[src/rtl/lsu_pkg.sv]
// Shared definitions for the load/store unit: opcodes, FSM states, access
// sizes and the opcode decoder used at issue time.
package lsu_pkg;

  localparam logic [5:0] OP_LBZ = 6'd34;
  localparam logic [5:0] OP_LHZ = 6'd40;
  localparam logic [5:0] OP_LHA = 6'd42;
  localparam logic [5:0] OP_LWZ = 6'd32;
  localparam logic [5:0] OP_LD  = 6'd48;
  localparam logic [5:0] OP_STB = 6'd38;
  localparam logic [5:0] OP_STH = 6'd44;
  localparam logic [5:0] OP_STW = 6'd36;
  localparam logic [5:0] OP_STD = 6'd52;

  typedef enum logic [1:0] {ST_IDLE, ST_REQ, ST_WAIT, ST_WB} lsu_state_e;

  // Access size as log2 of the byte count (1/2/4/8 bytes)
  typedef enum logic [1:0] {SZ_BYTE, SZ_HALF, SZ_WORD, SZ_DWORD} lsu_size_e;

  typedef struct packed {
    logic      valid;
    logic      is_load;
    logic      sign_ext;
    lsu_size_e size;
  } lsu_op_t;

  function automatic lsu_op_t decode_op(input logic [5:0] op);
    lsu_op_t d;
    d = '{valid: 1'b1, is_load: 1'b1, sign_ext: 1'b0, size: SZ_BYTE};
    case (op)
      OP_LBZ: d.size = SZ_BYTE;
      OP_LHZ: d.size = SZ_HALF;
      OP_LHA: begin d.size = SZ_HALF; d.sign_ext = 1'b1; end
      OP_LWZ: d.size = SZ_WORD;
      OP_LD:  d.size = SZ_DWORD;
      OP_STB: begin d.size = SZ_BYTE;  d.is_load = 1'b0; end
      OP_STH: begin d.size = SZ_HALF;  d.is_load = 1'b0; end
      OP_STW: begin d.size = SZ_WORD;  d.is_load = 1'b0; end
      OP_STD: begin d.size = SZ_DWORD; d.is_load = 1'b0; end
      default: begin d.valid = 1'b0; d.is_load = 1'b0; end
    endcase
    return d;
  endfunction

  function automatic logic [2:0] size_low_mask(input lsu_size_e s);
    case (s)
      SZ_BYTE:  return 3'd0;
      SZ_HALF:  return 3'd1;
      SZ_WORD:  return 3'd3;
      default:  return 3'd7;
    endcase
  endfunction

endpackage

[src/rtl/lsu_align.sv]
// Combinational lane logic: byte enables and store placement into 64-bit
// lanes, plus load extraction with zero/sign extension.
module lsu_align (
  input  logic [1:0]  size,
  input  logic        sign_ext,
  input  logic [2:0]  offset,
  input  logic [63:0] store_data,
  input  logic [63:0] load_raw,
  output logic [7:0]  byte_en,
  output logic [63:0] store_lanes,
  output logic [63:0] load_value
);
  import lsu_pkg::*;

  logic [7:0]  size_be;
  logic [63:0] size_bits;
  logic [5:0]  bit_shift;
  logic [63:0] extracted;

  always_comb begin
    bit_shift = {offset, 3'b000};
    case (lsu_size_e'(size))
      SZ_BYTE: begin size_be = 8'h01; size_bits = 64'h0000_0000_0000_00FF; end
      SZ_HALF: begin size_be = 8'h03; size_bits = 64'h0000_0000_0000_FFFF; end
      SZ_WORD: begin size_be = 8'h0F; size_bits = 64'h0000_0000_FFFF_FFFF; end
      default: begin size_be = 8'hFF; size_bits = 64'hFFFF_FFFF_FFFF_FFFF; end
    endcase

    byte_en     = size_be << offset;
    store_lanes = (store_data & size_bits) << bit_shift;

    extracted = load_raw >> bit_shift;
    case (lsu_size_e'(size))
      SZ_BYTE: load_value = {{56{sign_ext & extracted[7]}},  extracted[7:0]};
      SZ_HALF: load_value = {{48{sign_ext & extracted[15]}}, extracted[15:0]};
      SZ_WORD: load_value = {{32{sign_ext & extracted[31]}}, extracted[31:0]};
      default: load_value = extracted;
    endcase
  end

endmodule

[src/rtl/load_store_unit.sv]
// Memory stage: computes the D-form effective address, runs one memory
// transaction and returns extended load data toward the register file.
module load_store_unit #(
  parameter int unsigned TIMEOUT_CYCLES = 255
) (
  input  logic        clk,
  input  logic        rst,
  input  logic        issue_valid,
  output logic        issue_ready,
  input  logic [5:0]  opcode,
  input  logic [4:0]  rd,
  input  logic        ra_is_zero,
  input  logic [63:0] ra_data,
  input  logic [63:0] rs_data,
  input  logic [15:0] disp,
  output logic        mem_req_valid,
  input  logic        mem_req_ready,
  output logic        mem_we,
  output logic [63:0] mem_addr,
  output logic [7:0]  mem_be,
  output logic [63:0] mem_wdata,
  input  logic        mem_rsp_valid,
  input  logic [63:0] mem_rdata,
  output logic        wb_valid,
  output logic [4:0]  wb_rd,
  output logic [5:0]  wb_opcode,
  output logic [63:0] wb_data,
  output logic        done,
  output logic        align_err,
  output logic        bus_err
);
  import lsu_pkg::*;

  localparam int CNT_W = $clog2(TIMEOUT_CYCLES + 1);
  localparam logic [CNT_W-1:0] CNT_LIMIT = CNT_W'(TIMEOUT_CYCLES);

  lsu_state_e       state_q, state_d;
  lsu_size_e        size_q, size_d;
  logic             sign_q, sign_d, is_load_q, is_load_d;
  logic [2:0]       off_q, off_d;
  logic [5:0]       opcode_q, opcode_d;
  logic [4:0]       rd_q, rd_d;
  logic [CNT_W-1:0] cnt_q, cnt_d, cnt_inc;
  logic             req_valid_q, req_valid_d, we_q, we_d;
  logic [63:0]      addr_q, addr_d, wdata_q, wdata_d;
  logic [7:0]       be_q, be_d;
  logic             wb_valid_q, wb_valid_d, done_q, done_d;
  logic             align_err_q, align_err_d, bus_err_q, bus_err_d;
  logic [4:0]       wb_rd_q, wb_rd_d;
  logic [5:0]       wb_opcode_q, wb_opcode_d;
  logic [63:0]      wb_data_q, wb_data_d;

  lsu_op_t     op_now;
  logic [63:0] ea_now;
  logic        misaligned;
  logic        in_idle;
  logic [7:0]  al_be;
  logic [63:0] al_store, al_load;

  always_comb begin
    op_now     = decode_op(opcode);
    ea_now     = (ra_is_zero ? 64'd0 : ra_data) + {{48{disp[15]}}, disp};
    misaligned = (ea_now[2:0] & size_low_mask(op_now.size)) != 3'd0;
    in_idle    = (state_q == ST_IDLE);
  end

  // Placement uses the incoming access in IDLE; extraction uses the latched one
  lsu_align u_align (
    .size        (in_idle ? op_now.size : size_q),
    .sign_ext    (sign_q),
    .offset      (in_idle ? ea_now[2:0] : off_q),
    .store_data  (rs_data),
    .load_raw    (mem_rdata),
    .byte_en     (al_be),
    .store_lanes (al_store),
    .load_value  (al_load)
  );

  always_comb begin
    state_d = state_q;  size_d = size_q;  sign_d = sign_q;  is_load_d = is_load_q;
    off_d = off_q;  opcode_d = opcode_q;  rd_d = rd_q;  cnt_d = cnt_q;
    req_valid_d = req_valid_q;  we_d = we_q;  addr_d = addr_q;  be_d = be_q;
    wdata_d = wdata_q;  wb_rd_d = wb_rd_q;  wb_opcode_d = wb_opcode_q;
    wb_data_d = wb_data_q;
    wb_valid_d = 1'b0;  done_d = 1'b0;  align_err_d = 1'b0;  bus_err_d = 1'b0;
    cnt_inc = cnt_q + CNT_W'(1);

    case (state_q)
      ST_IDLE: begin
        if (issue_valid && op_now.valid) begin
          if (misaligned) begin
            align_err_d = 1'b1;
            done_d      = 1'b1;
          end else begin
            state_d     = ST_REQ;
            size_d      = op_now.size;
            sign_d      = op_now.sign_ext;
            is_load_d   = op_now.is_load;
            off_d       = ea_now[2:0];
            opcode_d    = opcode;
            rd_d        = rd;
            req_valid_d = 1'b1;
            we_d        = ~op_now.is_load;
            addr_d      = {ea_now[63:3], 3'b000};
            be_d        = al_be;
            wdata_d     = op_now.is_load ? 64'd0 : al_store;
          end
        end
      end
      ST_REQ: begin
        if (mem_req_ready) begin
          req_valid_d = 1'b0;
          cnt_d       = '0;
          state_d     = ST_WAIT;
        end
      end
      ST_WAIT: begin
        // A response arriving on the final allowed cycle still wins over timeout
        if (mem_rsp_valid) begin
          cnt_d = '0;
          if (is_load_q) begin
            wb_data_d   = al_load;
            wb_rd_d     = rd_q;
            wb_opcode_d = opcode_q;
            wb_valid_d  = 1'b1;
            done_d      = 1'b1;
            state_d     = ST_WB;
          end else begin
            done_d  = 1'b1;
            state_d = ST_IDLE;
          end
        end else if (cnt_inc == CNT_LIMIT) begin
          cnt_d     = '0;
          bus_err_d = 1'b1;
          done_d    = 1'b1;
          state_d   = ST_IDLE;
        end else begin
          cnt_d = cnt_inc;
        end
      end
      default: state_d = ST_IDLE;
    endcase
  end

  always_ff @(posedge clk or posedge rst) begin
    if (rst) begin
      state_q <= ST_IDLE;  size_q <= SZ_BYTE;  sign_q <= 1'b0;  is_load_q <= 1'b0;
      off_q <= '0;  opcode_q <= '0;  rd_q <= '0;  cnt_q <= '0;
      req_valid_q <= 1'b0;  we_q <= 1'b0;  addr_q <= '0;  be_q <= '0;  wdata_q <= '0;
      wb_valid_q <= 1'b0;  done_q <= 1'b0;  align_err_q <= 1'b0;  bus_err_q <= 1'b0;
      wb_rd_q <= '0;  wb_opcode_q <= '0;  wb_data_q <= '0;
    end else begin
      state_q <= state_d;  size_q <= size_d;  sign_q <= sign_d;  is_load_q <= is_load_d;
      off_q <= off_d;  opcode_q <= opcode_d;  rd_q <= rd_d;  cnt_q <= cnt_d;
      req_valid_q <= req_valid_d;  we_q <= we_d;  addr_q <= addr_d;  be_q <= be_d;
      wdata_q <= wdata_d;
      wb_valid_q <= wb_valid_d;  done_q <= done_d;  align_err_q <= align_err_d;
      bus_err_q <= bus_err_d;
      wb_rd_q <= wb_rd_d;  wb_opcode_q <= wb_opcode_d;  wb_data_q <= wb_data_d;
    end
  end

  assign issue_ready   = (state_q == ST_IDLE);
  assign mem_req_valid = req_valid_q;
  assign mem_we        = we_q;
  assign mem_addr      = addr_q;
  assign mem_be        = be_q;
  assign mem_wdata     = wdata_q;
  assign wb_valid      = wb_valid_q;
  assign wb_rd         = wb_rd_q;
  assign wb_opcode     = wb_opcode_q;
  assign wb_data       = wb_data_q;
  assign done          = done_q;
  assign align_err     = align_err_q;
  assign bus_err       = bus_err_q;

endmodule

[config.mk]
export PLATFORM = sky130hd
export DESIGN_NAME = load_store_unit
export DESIGN_NICKNAME = d
export VERILOG_FILES = /design/src/rtl/lsu_pkg.sv /design/src/rtl/lsu_align.sv /design/src/rtl/load_store_unit.sv
export SDC_FILE = /design/constraint.sdc
export NUM_CORES = 1
export LEC_CHECK = 0
export CAP_MARGIN = 20
export CORE_UTILIZATION = 50
export CTS_CLUSTER_SIZE = 20
export DETAILED_ROUTE_END_ITERATION = 7
export PLACE_DENSITY = 0.81
export SYNTH_ARGS = -nofsm -noshare
export SYNTH_HDL_FRONTEND = slang
export SYNTH_SLANG_ARGS = --single-unit
[constraint.sdc]
create_clock -name clk -period 15.6 [get_ports clk]
set_input_delay 3.9 -clock clk [delete_from_list [all_inputs] [get_ports clk]]
set_output_delay 3.9 -clock clk [all_outputs]
set_load 0.05 [all_outputs]
==> out/qor.yml <==
outcome:
  outcome: "complete, no violations"
pwr:
  p_leak_nw: 9.495
  power.density_mw_per_mm2: 193.9
  ir_worst_vdd_mv: 0.1229
hold_path:
  hold_end: "mem_addr[63]$_DFFE_PP0P_"
  min_path_cells: 2
  worstHoldPathType: "register to register"
  min_from: "mem_addr[63]$_DFFE_PP0P_"
cts:
  cts_tree: "done"
  htree_levels: 1
  cts_buffer_depth: 3
  cts_root_buf: "clkbuf_16"
  cts_num_sinks: 242
  clkSlewWorstSetupHoldPaths_ns: 0.06
  postCtsResizedCells: 0
  numCtsBuffers: 28
  cts_setup_buffers: 0
  ctsHoldBuffers: 0
  clock_latency_ns: 0.56
logic_synthesis:
  synthAdderAreaFrac_pct: 5.096
  seq_area_frac_synth_pct: 37.03
  synth_top_family_by_area: "compound AO/OA/AOI/OAI gates"
  synth_flop_cell: "dfrtp_1"
  async_reset_ff_share_pct: 100.0
  yosys.area.top_type: "dfrtp_1"
  netlist_area_sq_mm: 0.01635
  synth_seq_cells: 242
  synth.area.mux_share_pct: 5.019
  yosys-top-cells-area: "dfrtp_1 (37%), nand2_1 (9.8%), a21oi_1 (6.2%)"
  avgSynthCellArea_sq_um: 8.036
  yosys_warnings: 0
  yosys.area_share.simple_pct: 21.48
  synth_compound_area_share_pct: 23.95
  synthXorXnorAreaFrac_pct: 3.321
  synth_edf_count: 0
  synthDistinctLibCells: 77
  synth_top_cell_area_share_pct: 37.03
  syn_inst: 2035
critical_path:
  cp-start-kind: "primary input"
  r2r_start: "state_q[0]$_DFFE_PP0P_"
  regToRegSetupSlack_ns: 11.37
  critPathMaxFanout: 64
  slowest_delay_ns: 0.61
  crit_chain: "buf_2 -> buf_4 -> nor2b_1 -> ha_1 -> fa_1 -> mux2_4 -> nor2_1 -> buf_4 -> nand2_1 -> o21ai_0 -> and2_1 -> a31oi_1 -> o21bai_4 -> a31oi_4 -> a21oi_1"
  r2r-end: "wb_data[58]$_DFFE_PP0P_"
  crit_type: "primary input to register"
  required_ns: 15.99
  endpoint_kind: "register"
  path_buf_inv: 3
  rr_worst_depth: 11
  path_delay_family: "compound AO/OA/AOI/OAI gates"
  cp_common_cell: "buf_4"
  arrival_ns: 8.33
  crit_path_top_delay_cell: "fa_1"
timing:
  finalSetupViolCount: 0
  fin_setup_tns_ns: 0
  rsz0062_at_grt: "false"
  period_needed_ns: 7.942
  hold_violations: 0
  worstMarginPinSlew_ns: 0.9995
  fin_skew_ns: 0.02069
  fin_crit_sh_pct: 50.91
  maxClockFrequency_ghz: 0.1259
  slew_headroom_pct: 32.50
  drv_slew: 0
floorplanning:
  dieArea_sq_mm: 0.03343
  num_rows: 65
  core_sq_mm: 0.03188
  pin_count: 443
  die_y_um: 182.9
  initial_core_util_pct: 51.30
  fp.dieW_um: 182.9
route:
  wl_per_cell_um: 22.08
  ant_nets: 0
  wirelength_um: 63030
  vias: 17470
  drt_pass1_iterations: 6
  avgViaCountPerCell: 6.120
  dr.first_iter.drc_count: 1788
  post-route-drc-count: 0
placement:
  dp_hpwl_um: 46760
  postPlaceCellArea_sq_mm: 0.02091
  portBuffers: 439
  place_congestion: 1.001
finish:
  drive_gt1_share_pct: 4.476
  area_growth_pct: 33.73
  fillers: 2645
  multiInputGateArea_sq_mm: 0.009674
  nNetsFinal: 2683
  design_area_sq_mm: 0.02187
  regArea_sq_mm: 0.006056
global_route:
  grt_pass1_wl_um: 96140
  antenna_found_initial: 7
  track_usage_pct: 36.92
  overflow: 0
  grt_pass1_vias: 16660
  grt_max_degree: 117
run:
  drv_cap: 0
==> worst max-delay path by stage <==
| stage | startpoint | end | slack, ns | cells past startpoint |
|---|---|---|---|---|
| 2_1_floorplan | rst | align_err$_DFF_PP0_ | 5.06 | 1 |
| 3_3_place_gp | ra_is_zero | wb_data[54]$_DFFE_PP0P_ | 7.23 | 14 |
| 3_5_place_dp | ra_is_zero | wb_data[39]$_DFFE_PP0P_ | 7.11 | 14 |
| 4_1_cts | ra_is_zero | wb_data[39]$_DFFE_PP0P_ | 7.67 | 14 |
| 5_1_grt | ra_is_zero | wb_data[63]$_DFFE_PP0P_ | 7.37 | 15 |
| 6_report | ra_is_zero | wb_data[58]$_DFFE_PP0P_ | 7.66 | 15 |
==> cell usage after synthesis, types with 4 or more instances <==
library cell / count
nand2_1: 426
dfrtp_1: 242
a21oi_1: 203
o21ai_0: 156
nor2_1: 136
clkbuf_1: 86
nand3_1: 83
nor2b_1: 72
ha_1: 65
mux2i_1: 58
a21o_1: 35
xor2_1: 33
a22o_1: 31
xnor2_1: 29
a31oi_1: 28
nor3_1: 28
o22a_1: 24
buf_1: 23
a211oi_1: 20
buf_2: 20
inv_1: 20
and3_1: 14
mux2_2: 14
nand4_1: 14
o21a_1: 14
o21bai_1: 14
o211ai_1: 13
a32oi_1: 10
a311oi_1: 9
nand2b_1: 9
o31ai_1: 9
o22ai_1: 8
o41ai_1: 7
and2_1: 6
buf_4: 6
a21boi_0: 4
a22oi_1: 4
o21ai_1: 4
or2_2: 4
==> per-stage QoR <==
stage / worst slack, ns / hold slack (ns) / power, mW / util [%] / instances
global placement: 7.228 / 0.4447 / 3.503 / 65.59 / 2795
detailed placement: 7.110 / 0.4484 / 3.536 / 65.59 / 2795
floorplan: 5.055 / 0.4305 / 2.679 / - / 2037
finish: 7.658 / 0.4699 / 4.242 / 68.60 / 2855
global route: 7.370 / 0.4978 / 4.420 / 68.60 / 2855
CTS: 7.669 / 0.4742 / 4.217 / 68.50 / 2846
==> layout make-up <==
type,instances,share of cell area [%]
Tap cell,435,2.489
Clock buffer,40,3.639
Timing Repair Buffer,463,20.87
Antenna cell,7,0.08010
Inverter,21,0.3948
Multi-Input combinational cell,1636,44.24
Clock inverter,11,0.6007
Sequential cell,242,27.69
==> cells by family (layout without fill, tap and decap cells) <==
family          count (synthesis)  in the layout
simple gates                  806            806
compound gates                623            623
flops                         242            242
buf+inv                       159            535
mux                            76             76
fa+ha+maj                      66             66
xor+xnor                       62             62
other cells                     1             10
==> worst register-to-register path, cell delays in order (launching register included) <==
cell and delay, ns:
dfrtp_1 0.45, or2_1 0.38, inv_2 0.31, mux2i_4 0.29, buf_4 0.70, nand3_1 0.22, nand3_1 0.14, o21ai_1 0.08
a31o_1 0.35, o21bai_4 0.35, a31oi_4 0.62, a21oi_1 0.18
==> state kept, by name (all words and copies together) (netlist names) <==
signal,flops
mem_wdata,64
wb_data,64
mem_addr,61
cnt_q,8
mem_be,8
opcode_q,6
wb_opcode,6
rd_q,5
wb_rd,5
off_q,3
size_q,2
state_q,2
align_err,1
bus_err,1
done,1
is_load_q,1
mem_req_valid,1
mem_we,1
sign_q,1
wb_valid,1
==> power by group <==
| group | switching, mW | internal [mW] | total [mW] |
|---|---|---|---|
| clock network | 0.282 | 0.388 | 0.671 |
| registers | 0.181 | 0.876 | 1.06 |
| logic | 1.70 | 0.810 | 2.51 |
==> layer usage <==
metal / global-route usage [%] / up-vias / routed length [um]
met4: 19.67 / 0 / 3436
met1: 46.12 / 8335 / 24240
met2: 60.67 / 1004 / 29640
met5: 0 / - / 0
met3: 7.029 / 200 / 5723
li1: - / 7934 / -
==> cells in the final DEF, fill, tap and decap left out, types with 6 or more instances in the layout <==
| cell | n |
|---|---|
| nand2b_1 | 9 |
| mux2_2 | 14 |
| o41ai_1 | 7 |
| diode_2 | 7 |
| and3_1 | 14 |
| buf_4 | 23 |
| xor2_1 | 33 |
| nand2_1 | 425 |
| nand3_1 | 83 |
| nor2_1 | 135 |
| o211ai_1 | 13 |
| o22ai_1 | 8 |
| inv_1 | 18 |
| nand4_1 | 14 |
| clkdlybuf4s50_1 | 437 |
| a21o_1 | 35 |
| and2_1 | 6 |
| a32oi_1 | 10 |
| dfrtp_1 | 242 |
| o21ai_0 | 155 |
| clkbuf_16 | 28 |
| ha_1 | 65 |
| o21bai_1 | 14 |
| xnor2_1 | 29 |
| a22o_1 | 31 |
| nor3_1 | 28 |
| mux2i_1 | 57 |
| o31ai_1 | 9 |
| a211oi_1 | 20 |
| clkbuf_1 | 7 |
| o21a_1 | 14 |
| a311oi_1 | 9 |
| a31oi_1 | 28 |
| o22a_1 | 24 |
| nor2b_1 | 72 |
| a21oi_1 | 202 |
Power figures use the tool's default switching activity.
